File: src/rtl/rice_decoder0.sv
// ---------------------------------------------------------------------------
// rice_decoder0
// Bit-serial Rice (k=0) decoder. Counts the zero-run q of each unary codeword
// (q zeros followed by a 1). On the stop bit it undoes the zig-zag fold and
// places the signed residual in a single-entry valid/ready output register.
//
// Parameters:
//   COUNT_WIDTH : width of the zero-run counter (equals the sample width, 16)
//
// Ports:
//   iClock     : clock, rising edge
//   iReset     : synchronous reset, active low
//   iBit       : next coded stream bit
//   iValid     : iBit valid this cycle
//   oReady     : bit accepted when iValid && oReady
//   oSample    : decoded signed residual
//   oBitsUsed  : codeword length q+1
//   oValid     : oSample/oBitsUsed valid
//   iReady     : downstream accepts the sample
//   oError     : sticky zero-run overflow flag (RICE_DECODER0_OVERFLOW_CHECK_EN)
//
// Configuration macro: RICE_DECODER0_OVERFLOW_CHECK_EN
//   defined   -> overflow of the zero-run counter stops the decoder in ERROR
//                until reset and raises oError
//   undefined -> the counter wraps silently and decoding continues
// ---------------------------------------------------------------------------
module rice_decoder0 #(
    parameter int COUNT_WIDTH = 16
) (
    input  logic        iClock,
    input  logic        iReset,
    input  logic        iBit,
    input  logic        iValid,
    output logic        oReady,
    output logic [15:0] oSample,
    output logic [16:0] oBitsUsed,
    output logic        oValid,
    input  logic        iReady
`ifdef RICE_DECODER0_OVERFLOW_CHECK_EN
    ,
    output logic        oError
`endif
);

`ifdef RICE_DECODER0_OVERFLOW_CHECK_EN
    typedef enum logic [0:0] {
        COUNT = 1'b0,
        ERROR = 1'b1
    } state_t;
`else
    typedef enum logic [0:0] {
        COUNT = 1'b0
    } state_t;
`endif

    state_t                 state, state_next;
    logic [COUNT_WIDTH-1:0] q, q_next;
    logic                   accept;
    logic                   stop;
    logic                   zero;
    logic [16:0]            q_ext;
    logic [15:0]            u;
    logic [15:0]            half;
    logic [15:0]            sample_next;
    logic [16:0]            bits_next;
`ifdef RICE_DECODER0_OVERFLOW_CHECK_EN
    logic                   ovf;
`endif

    // Next-state / datapath. oReady depends only on registered state and
    // iReady, so there is no combinational path from iBit to any output.
    always_comb begin
        state_next  = state;
        q_next      = q;
        oReady      = (state == COUNT) && (!oValid || iReady);
        accept      = iValid && oReady;
        stop        = accept && iBit;
        zero        = accept && !iBit;
        q_ext       = 17'(q);
        u           = q_ext[15:0];
        half        = u >> 1;
        // Zig-zag inverse: even u -> u/2, odd u -> -(u+1)/2 == ~(u>>1)
        sample_next = u[0] ? ~half : half;
        bits_next   = q_ext + 17'd1;
`ifdef RICE_DECODER0_OVERFLOW_CHECK_EN
        ovf         = zero && (q == {COUNT_WIDTH{1'b1}});
`endif
        if (stop) begin
            q_next = '0;
        end else if (zero) begin
            // Without the overflow check this wraps to 0 at the top of range.
            q_next = q + COUNT_WIDTH'(1);
`ifdef RICE_DECODER0_OVERFLOW_CHECK_EN
            if (ovf) begin
                state_next = ERROR;
            end
`endif
        end
    end

    always_ff @(posedge iClock) begin
        if (!iReset) begin
            state     <= COUNT;
            q         <= '0;
            oSample   <= '0;
            oBitsUsed <= '0;
            oValid    <= 1'b0;
`ifdef RICE_DECODER0_OVERFLOW_CHECK_EN
            oError    <= 1'b0;
`endif
        end else begin
            state <= state_next;
            q     <= q_next;
            // A stop bit can only be accepted when the register is empty or
            // draining this cycle, so loading here never overwrites a held
            // sample; a concurrent handshake simply keeps oValid high.
            if (stop) begin
                oSample   <= sample_next;
                oBitsUsed <= bits_next;
                oValid    <= 1'b1;
            end else if (iReady) begin
                oValid    <= 1'b0;
            end
`ifdef RICE_DECODER0_OVERFLOW_CHECK_EN
            if (ovf) begin
                oError <= 1'b1;
            end
`endif
        end
    end

endmodule

File: config.mk
export PLATFORM = sky130hd
export DESIGN_NAME = rice_decoder0
export DESIGN_NICKNAME = d
export VERILOG_FILES = /design/src/rtl/rice_decoder0.sv
export SDC_FILE = /design/constraint.sdc
export NUM_CORES = 1
export LEC_CHECK = 0
export ABC_CLOCK_PERIOD_IN_PS = 2400
export CAP_MARGIN = 10
export CORE_ASPECT_RATIO = 1.75
export CORE_MARGIN = 2
export CORE_UTILIZATION = 30
export DETAILED_ROUTE_END_ITERATION = 7
export PLACE_DENSITY = 0.48
export SLEW_MARGIN = 15
export SYNTH_ARGS = -nofsm -noshare
export SYNTH_HDL_FRONTEND = slang
export SYNTH_SLANG_ARGS = --single-unit
File: constraint.sdc
create_clock -name iClock -period 2.4 [get_ports iClock]
set_input_delay 0.24 -clock iClock [delete_from_list [all_inputs] [get_ports iClock]]
set_output_delay 0.24 -clock iClock [all_outputs]
set_load 0.01 [all_outputs]
==> flow_metrics.py, run 1 <==
metrics = {
    "setup_path": {
        "path_max_fanout": 6,
        "rr_startpoint": "q[1]",
        "required_ps": 2620,
        "cp-end-kind": "register",
        "crit_arrival_ps": 2230,
        "cp-startpoint": "q[1]",
        "setup.worst_path.class": "register to register",
        "worst-r2r-setup-slack_ps": 390,
        "startpoint_type": "register",
    },
    "sta": {
        "rsz0062_at_grt": "no",
        "worst_pin_slew_ps": 506,
        "finalCritPeriodShare_pct": 83.8,
        "clock_skew_ps": 5.60,
        "period_needed_ps": 2010,
        "fmax_ghz": 0.497,
        "tns_ps": 0,
        "final_max_slew_viol_count": 0,
        "setup_violations": 0,
        "final_hold_viol_count": 0,
        "maxSlewHeadroom_pct": 66.2,
    },
    "route": {
        "drtIter0Drc": 71,
        "dr_total_vias": 1981,
        "drc": 0,
        "via_per_inst": 5.13,
        "wl_per_cell_um": 14.9,
        "drt_wl_total_um": 5760,
        "first_pass_iters": 4,
        "ant_nets": 0,
    },
    "floorplan": {
        "initial_core_util_pct": 30.7,
        "fp.dieH_um": 120,
        "fp.dieArea_um2": 8440,
        "fp.coreArea_um2": 7510,
        "io_pins": 40,
        "rows": 42,
        "fp.dieW_um": 70.3,
    },
    "pwr": {
        "p_leak_nw": 0.938,
        "sw_frac_of_total_pct": 23.5,
        "power_density_nw_per_um2": 623,
        "power_frac_comb_pct": 11.8,
        "power_frac_seq_pct": 47.4,
        "p_clk_share_pct": 40.8,
        "ir_drop_v": 0.000383,
        "p_int_mw": 1.40,
        "p_sw_mw": 0.429,
        "finalPower_mw": 1.82,
    },
    "logic_synthesis": {
        "synthCells": 271,
        "synth.cell_area_um2": 2310,
        "synth_fp_nets": 277,
        "yosysUniqueCellTypes": 40,
        "ys_ff_latch": 49,
        "synth_flop_cell": "dfxtp_1",
        "avgSynthCellArea_um2": 8.51,
        "seq_area_frac_synth_pct": 42.5,
        "async_reset_ff_share_pct": 0,
        "synth-edff-count": 0,
        "ys_warn_count": 0,
    },
    "clock_network": {
        "cts_tree": "built",
        "clk_pin_slew_ps": 70,
        "cts_root_buffer": "clkbuf_16",
        "clk-insertion-delay-late_ps": 290,
        "cts_num_sinks": 49,
        "ctsHoldBuffers": 0,
        "clock_path_buffers": 2,
        "cts_setup_buffers": 0,
        "htree_levels": 2,
        "cts_resized": 0,
        "cts_buffers": 5,
    },
    "grt": {
        "grt_max_degree": 44,
        "grt_pass1_vias": 1916,
        "gr-total-overflow": 0,
        "track_usage_pct": 14.4,
        "grt_pass1_wl_um": 9690,
        "grt_antenna_before_repair": 0,
    },
    "job": {
        "max_cap_viol_count": 0,
    },
    "placed_design": {
        "portBuffers": 39,
        "dp_hpwl_um": 4170,
        "gp_congestion": 0.813,
    },
    "layout": {
        "antennaDiodeCount": 0,
        "layout-drive-gt1-share_pct": 10.1,
        "final_net_count": 303,
        "syn2layout_area_growth_pct": 26.8,
    },
    "worst_hold_path": {
        "hp-class": "register to register",
        "min_from": "oSample[15]",
    },
    "outcome": {
        "outcome": "finished clean",
    },
}
==> stage by stage <==
stage                     util (%)  hold slack (ps)  instance area (um2)  setup slack (ps)  std cells
final                         38.9              454                 2930               389        386
after global routing          38.9              480                 2930               232        386
after CTS                     38.9              459                 2930               374        386
after detailed placement      36.8              449                 2770               242        378
after global placement        36.8              446                 2770               313        378
after floorplan                  -              378                 2310               569        271
==> cell usage after synthesis (6+ instances only) <==
| master | number | area, um2 |
|---|---|---|
| o21ai_0 | 22 | 110 |
| buf_2 | 9 | 45.0 |
| dfxtp_1 | 49 | 981 |
| a21oi_1 | 30 | 150 |
| xor2_1 | 6 | 52.6 |
| nand2_1 | 17 | 63.8 |
| nor2_1 | 19 | 71.3 |
| nand3_1 | 12 | 60.1 |
| xnor2_1 | 22 | 193 |
| a211oi_1 | 15 | 113 |
| clkbuf_1 | 15 | 56.3 |
| or3_1 | 7 | 43.8 |
==> layout by cell type (no fill, tap or decap), drive strengths merged, types with 2 or more instances in the layout <==
master	n
a21oi	30
nand4	4
clkbuf	7
nand2	17
and3	3
a211oi	15
dfxtp	49
or3b	3
o41ai	2
xnor2	22
nor2	19
nand3	13
nor4	3
a31oi	5
clkinv	2
xor2	6
o21ai	22
or3	7
nor3	3
and4	2
inv	2
or4	4
clkdlybuf4s50	39
buf	10
==> power by group through the flow <==
stage / registers, mW / clock network (mW) / logic [mW]
floorplan: 0.898 / 0 / 0.0965
global placement: 0.883 / 0 / 0.219
detailed placement: 0.884 / 0 / 0.219
CTS: 0.865 / 0.774 / 0.220
global route: 0.869 / 0.809 / 0.238
finish: 0.865 / 0.745 / 0.215
==> routing by layer <==
layer  wire (um)  global-route usage, %  vias to the layer above  part of all wire, %
li1            -                      -                     1012                    -
met1        2430                   16.4                      916                   42
met2        2940                   25.2                       42                   51
met3         210                   2.94                       11                  3.6
met4         189                   7.09                        0                  3.3
met5           0                      0                        -                    0
==> worst paths after layout <==
path              depth (start not counted)       endpoint
setup reg to reg                          5  oBitsUsed[16]
hold reg to reg                           2    oSample[15]
setup / recovery                          5  oBitsUsed[16]
hold / removal                            2    oSample[15]
==> cells by family after synthesis <==
family	count (synthesis)	share of synthesized area, %
simple gates	80	19.4
compound gates	79	20.4
flops	49	42.5
buf+inv	33	6.02
xor+xnor	28	10.6
mux	1	0.488
fa+ha+maj	1	0.542
==> layout make-up <==
cell class                 instances  area [um2]
clock inverter                     1        5.00
clock buffer                       7         153
fill                             802        4590
inverter                           3        11.3
tap                               88         110
timing repair buffer              49         478
multi-input combinational        189        1190
sequential                        49         981
==> sequential cells by signal, indices dropped and copies added, names as in the netlist <==
register	cells
oBitsUsed	16
oValid	1
q	16
oSample	16
==> worst max-delay path, cell delays in order, from the launching register on <==
cell     delay (ps)
dfxtp_1         420
ha_1            280
nand3_1         150
or4_4           590
or3_1           360
a21oi_1         150
Note: power is estimated with default switching activity, not from simulation.
==> run 2, diff against run 1 <==
--- a/config.mk
+++ b/config.mk
@@ -5,7 +5,7 @@
 export SDC_FILE = /design/constraint.sdc
 export NUM_CORES = 1
 export LEC_CHECK = 0
-export ABC_CLOCK_PERIOD_IN_PS = 2400
+export ABC_CLOCK_PERIOD_IN_PS = 1900
 export CAP_MARGIN = 10
 export CORE_ASPECT_RATIO = 1.75
 export CORE_MARGIN = 2
==> constraint.sdc (replaced) <==
create_clock -name iClock -period 1.9 [get_ports iClock]
set_input_delay 0.19 -clock iClock [delete_from_list [all_inputs] [get_ports iClock]]
set_output_delay 0.19 -clock iClock [all_outputs]
set_load 0.01 [all_outputs]
==> run 2 against run 1 <==
Sequential cell count unchanged. Sequential power grew 26%. Clock-buffer cell count stayed put. Setup slack got worse by 260 ps. Sequential share of layout area down 2.1 points. First-iteration DRC count increased by 9.9%. Die area unchanged. Register-to-register slack got worse by 260 ps. Critical endpoint is now q[13]. Highest routed layer unchanged.
==> flow_metrics.py, run 2 (synthesis gave the netlist of run 1 again) <==
metrics = {
    "outcome": {
        "outcome": "finished clean",
    },
    "setup_path": {
        "required_ps": 2120,
        "crit_arrival_ps": 1990,
        "path_max_fanout": 9,
        "slowest_stage": "dfxtp_1",
        "startpoint_type": "register",
        "setup.worst_path.class": "register to register",
        "crit_buf_inv": 1,
        "cpPeakStageDelay_ps": 500,
        "crit_family": "simple AND/OR/NAND/NOR gates",
        "cp-end-kind": "register",
        "worstPathCellList": "nand3_4, buf_4, nor4_1, or3b_1, a21oi_1",
    },
    "placed_design": {
        "portBuffers": 39,
        "placedCellCount": 402,
        "dp_hpwl_um": 4410,
        "gp_congestion": 0.899,
    },
    "sta": {
        "clock_skew_ps": 4.51,
        "worst_pin_slew_ps": 455,
        "maxSlewHeadroom_pct": 69.4,
        "tns_ps": 0,
        "finalCritPeriodShare_pct": 93.1,
        "fmax_ghz": 0.565,
        "final_max_slew_viol_count": 0,
        "setup_violations": 0,
        "rsz0062_at_grt": "no",
        "period_needed_ps": 1770,
        "final_hold_viol_count": 0,
    },
    "route": {
        "drtIter0Drc": 78,
        "drc": 0,
        "wl_per_cell_um": 14.5,
        "drt_wl_total_um": 5940,
        "ant_nets": 0,
        "dr_total_vias": 2070,
        "first_pass_iters": 4,
        "via_per_inst": 5.05,
    },
    "clock_network": {
        "clk-insertion-delay-late_ps": 290,
        "cts_tree": "built",
        "ctsHoldBuffers": 0,
        "cts_buffers": 5,
        "htree_levels": 2,
        "cts_num_sinks": 49,
        "clock_path_buffers": 2,
        "cts_root_buffer": "clkbuf_16",
        "cts_setup_buffers": 0,
        "clk_pin_slew_ps": 70,
        "cts_resized": 0,
    },
    "floorplan": {
        "initial_core_util_pct": 30.7,
        "fp.coreArea_um2": 7510,
        "rows": 42,
        "io_pins": 40,
        "fp.dieH_um": 120,
        "fp.dieArea_um2": 8440,
        "fp.dieW_um": 70.3,
    },
    "pwr": {
        "p_leak_nw": 1.06,
        "p_int_mw": 1.88,
        "sw_frac_of_total_pct": 22.6,
        "power_frac_seq_pct": 44.9,
        "power_frac_comb_pct": 12.0,
        "ir_drop_v": 0.000434,
        "p_sw_mw": 0.548,
        "power_density_nw_per_um2": 777,
        "p_clk_share_pct": 43.1,
    },
    "worst_hold_path": {
        "hp-class": "register to register",
    },
    "grt": {
        "grt_pass1_vias": 2067,
        "grt_pass1_wl_um": 9910,
        "grt_antenna_before_repair": 0,
        "track_usage_pct": 15.0,
        "gr-total-overflow": 0,
        "grt_max_degree": 40,
    },
    "layout": {
        "top_regs": "oBitsUsed: 16 flops, oSample: 16 flops, q: 16 flops",
        "layout-drive-gt1-share_pct": 16.5,
        "fin_cells": 410,
        "final_util_pct": 41.5,
        "antennaDiodeCount": 0,
        "final_net_count": 327,
        "syn2layout_area_growth_pct": 35.3,
        "final_cell_mix": "dfxtp_1, clkdlybuf4s50_1, buf_4",
        "final_common_cell": "dfxtp_1",
    },
    "job": {
        "max_cap_viol_count": 0,
    },
}
[run 2: cell count changes in the layout (fill, tap and decap cells not counted), sizes merged]
cell    change
buf        +24
clkinv      -1
bufinv      +1
[run 2: area by class of cell]
class                      instances  area (um2)
tap                               88         110
multi-input combinational        189        1190
clock buffer                       7         143
fill                             750        4390
timing repair buffer              73         658
inverter                           3        11.3
clock inverter                     1        30.0
sequential                        49         981
[run 2: worst reg2reg max path, stage by stage (launching register included)]
cell	delay (ps)
dfxtp_1	500
nand3_4	110
buf_4	180
nor4_1	380
or3b_1	390
a21oi_1	140
[run 2: power by group through the flow]
| stage | clock network (mW) | registers, mW | logic, mW |
|---|---|---|---|
| floorplan | 0 | 1.13 | 0.122 |
| global placement | 0 | 1.11 | 0.295 |
| detailed placement | 0 | 1.11 | 0.295 |
| CTS | 1.08 | 1.09 | 0.296 |
| global route | 1.12 | 1.10 | 0.320 |
| finish | 1.04 | 1.09 | 0.290 |
[run 2: worst paths after layout]
path	start	to	slack [ps]	cells past startpoint
min	oSample[15]	oSample[15]	460	2
max	q[5]	q[13]	130	5
max reg2reg	q[5]	q[13]	130	5
min reg2reg	oSample[15]	oSample[15]	460	2
[run 2: per-layer routing]
| metal | share of wire (%) | track usage (%) | vias up |
|---|---|---|---|
| met5 | 0 | 0 | - |
| met4 | 3.4 | 9.13 | 0 |
| met3 | 3.9 | 2.52 | 13 |
| met2 | 51 | 26.3 | 60 |
| met1 | 41 | 16.4 | 931 |
| li1 | - | - | 1066 |
[run 2: per-stage QoR]
stage	setup slack, ps	hold slack (ps)	power (mW)	cell area, um2
2_1_floorplan	69.1	328	1.26	2310
3_3_place_gp	139	446	1.41	2950
3_5_place_dp	138	449	1.41	2950
4_1_cts	120	460	2.46	3120
5_1_grt	4.79	476	2.54	3120
6_report	130	456	2.43	3120
==> run 3, diff against run 2 <==
--- a/config.mk
+++ b/config.mk
@@ -11,6 +11,7 @@
 export CORE_MARGIN = 2
 export CORE_UTILIZATION = 30
 export DETAILED_ROUTE_END_ITERATION = 7
+export GPL_ROUTABILITY_DRIVEN = 0
 export PLACE_DENSITY = 0.48
 export SLEW_MARGIN = 15
 export SYNTH_ARGS = -nofsm -noshare
==> run 3 against run 2 <==
Die area unchanged. Clock-buffer cell count increased by 1. Non-clock buffer count decreased by 1. Total power decreased by 7.6%. Global-route usage increased by 0.56 points. Critical endpoint is now oBitsUsed[16]. Critical path depth unchanged. Setup slack got worse by 9.3 ps. Cell count decreased by 0.24%. Clock skew increased by 2.2 ps. Sequential power about the same.
==> flow_metrics.py, run 3 (synthesis gave the netlist of run 1 again) <==
metrics = {
    "job": {
        "max_cap_viol_count": 0,
    },
    "sta": {
        "maxSlewHeadroom_pct": 73.8,
        "tns_ps": 0,
        "finalCritPeriodShare_pct": 93.6,
        "final_max_slew_viol_count": 0,
        "clock_skew_ps": 6.68,
        "final_hold_viol_count": 0,
        "setup_violations": 0,
        "worst_pin_slew_ps": 390,
        "rsz0062_at_grt": "no",
        "fmax_ghz": 0.562,
        "period_needed_ps": 1780,
    },
    "setup_path": {
        "cpPeakStageDelay_ps": 590,
        "path_max_fanout": 4,
        "slowest_stage": "or4_4",
        "cp-end-kind": "register",
        "required_ps": 2120,
        "startpoint_type": "register",
        "crit_arrival_ps": 2000,
        "worstPathCellList": "ha_1, nand3_1, or4_4, or3_1, a21oi_1",
        "setup.worst_path.class": "register to register",
    },
    "clock_network": {
        "cts_setup_buffers": 0,
        "cts_num_sinks": 49,
        "clock_path_buffers": 2,
        "cts_resized": 0,
        "cts_buffers": 5,
        "ctsHoldBuffers": 0,
        "cts_root_buffer": "clkbuf_16",
        "htree_levels": 2,
        "clk-insertion-delay-late_ps": 290,
        "clk_pin_slew_ps": 60,
        "cts_tree": "built",
    },
    "route": {
        "first_pass_iters": 4,
        "dr_total_vias": 2103,
        "wl_per_cell_um": 14.9,
        "via_per_inst": 5.14,
        "drtIter0Drc": 97,
        "ant_nets": 0,
        "drt_wl_total_um": 6080,
        "drc": 0,
    },
    "layout": {
        "design_area_um2": 3080,
        "final_common_cell": "dfxtp_1",
        "multiInputGateArea_um2": 1190,
        "fillers": 801,
        "layout-drive-gt1-share_pct": 15.6,
        "final_cell_mix": "dfxtp_1, clkdlybuf4s50_1, buf_4",
        "syn2layout_area_growth_pct": 33.4,
        "antennaDiodeCount": 0,
        "top_regs": "oBitsUsed: 16 flops, oSample: 16 flops, q: 16 flops",
        "regArea_um2": 981,
        "final_net_count": 326,
    },
    "floorplan": {
        "rows": 42,
        "io_pins": 40,
        "fp.dieH_um": 120,
        "initial_core_util_pct": 30.7,
        "fp.coreArea_um2": 7510,
        "fp.dieW_um": 70.3,
        "fp.dieArea_um2": 8440,
    },
    "pwr": {
        "power_density_nw_per_um2": 728,
        "p_leak_nw": 1.04,
        "ir_drop_v": 0.000312,
    },
    "grt": {
        "grt_pass1_vias": 2088,
        "grt_antenna_before_repair": 0,
        "gr-total-overflow": 0,
        "grt_pass1_wl_um": 10500,
        "grt_max_degree": 40,
        "track_usage_pct": 15.5,
    },
    "placed_design": {
        "portBuffers": 39,
        "dp_hpwl_um": 4470,
        "place_area_um2": 2940,
    },
    "outcome": {
        "outcome": "finished clean",
    },
    "worst_hold_path": {
        "hp-class": "register to register",
    },
}
## run 3: cell count changes in the layout (fill, tap and decap cells not counted), sizes merged
cell,change
bufinv,-1
clkbuf,+1
buf,-1
## run 3: worst paths after layout
kind / slack, ps / cells past startpoint / from / end
max: 120 / 5 / q[0] / oBitsUsed[16]
min: 460 / 2 / oSample[15] / oSample[15]
max reg2reg: 120 / 5 / q[0] / oBitsUsed[16]
min reg2reg: 460 / 2 / oSample[15] / oSample[15]
## run 3: worst max-delay path, delay by kind of cell, from the launching register on
family | cells | cell delay [ps]
AND/OR/NAND/NOR | 3 | 1080
flip-flops | 1 | 330
adder cells (fa/ha/maj) | 1 | 170
AO/OA/AOI/OAI | 1 | 140
## run 3: final cells by class
type / instances / area share (%)
inverter: 3 / 0.366
clock buffer: 8 / 4.43
sequential: 49 / 31.9
tap: 88 / 3.58
timing repair buffer: 72 / 21.1
multi-input combinational: 189 / 38.6
## run 3: stage by stage
step	instances	power (mW)	util, %	hold WS (ps)	setup WS [ps]
CTS	409	2.28	41.0	460	106
detailed placement	401	1.41	39.1	449	124
floorplan	271	1.26	-	328	69.1
global placement	401	1.40	39.1	445	164
finish	409	2.24	41.0	457	121
global route	409	2.34	41.0	483	12.0
## run 3: per-layer routing
layer | routed length [um] | global-route usage, % | vias up
met4 | 166 | 7.09 | 0
met5 | 0 | 0 | -
met1 | 2590 | 18.6 | 983
met3 | 212 | 2.52 | 11
met2 | 3110 | 26.8 | 52
li1 | - | - | 1057
## run 3: power by group
group,switching [mW],internal [mW],leakage [nW]
registers,0.0203,1.07,0.400
clock network,0.372,0.491,0.0652
logic,0.141,0.146,0.575
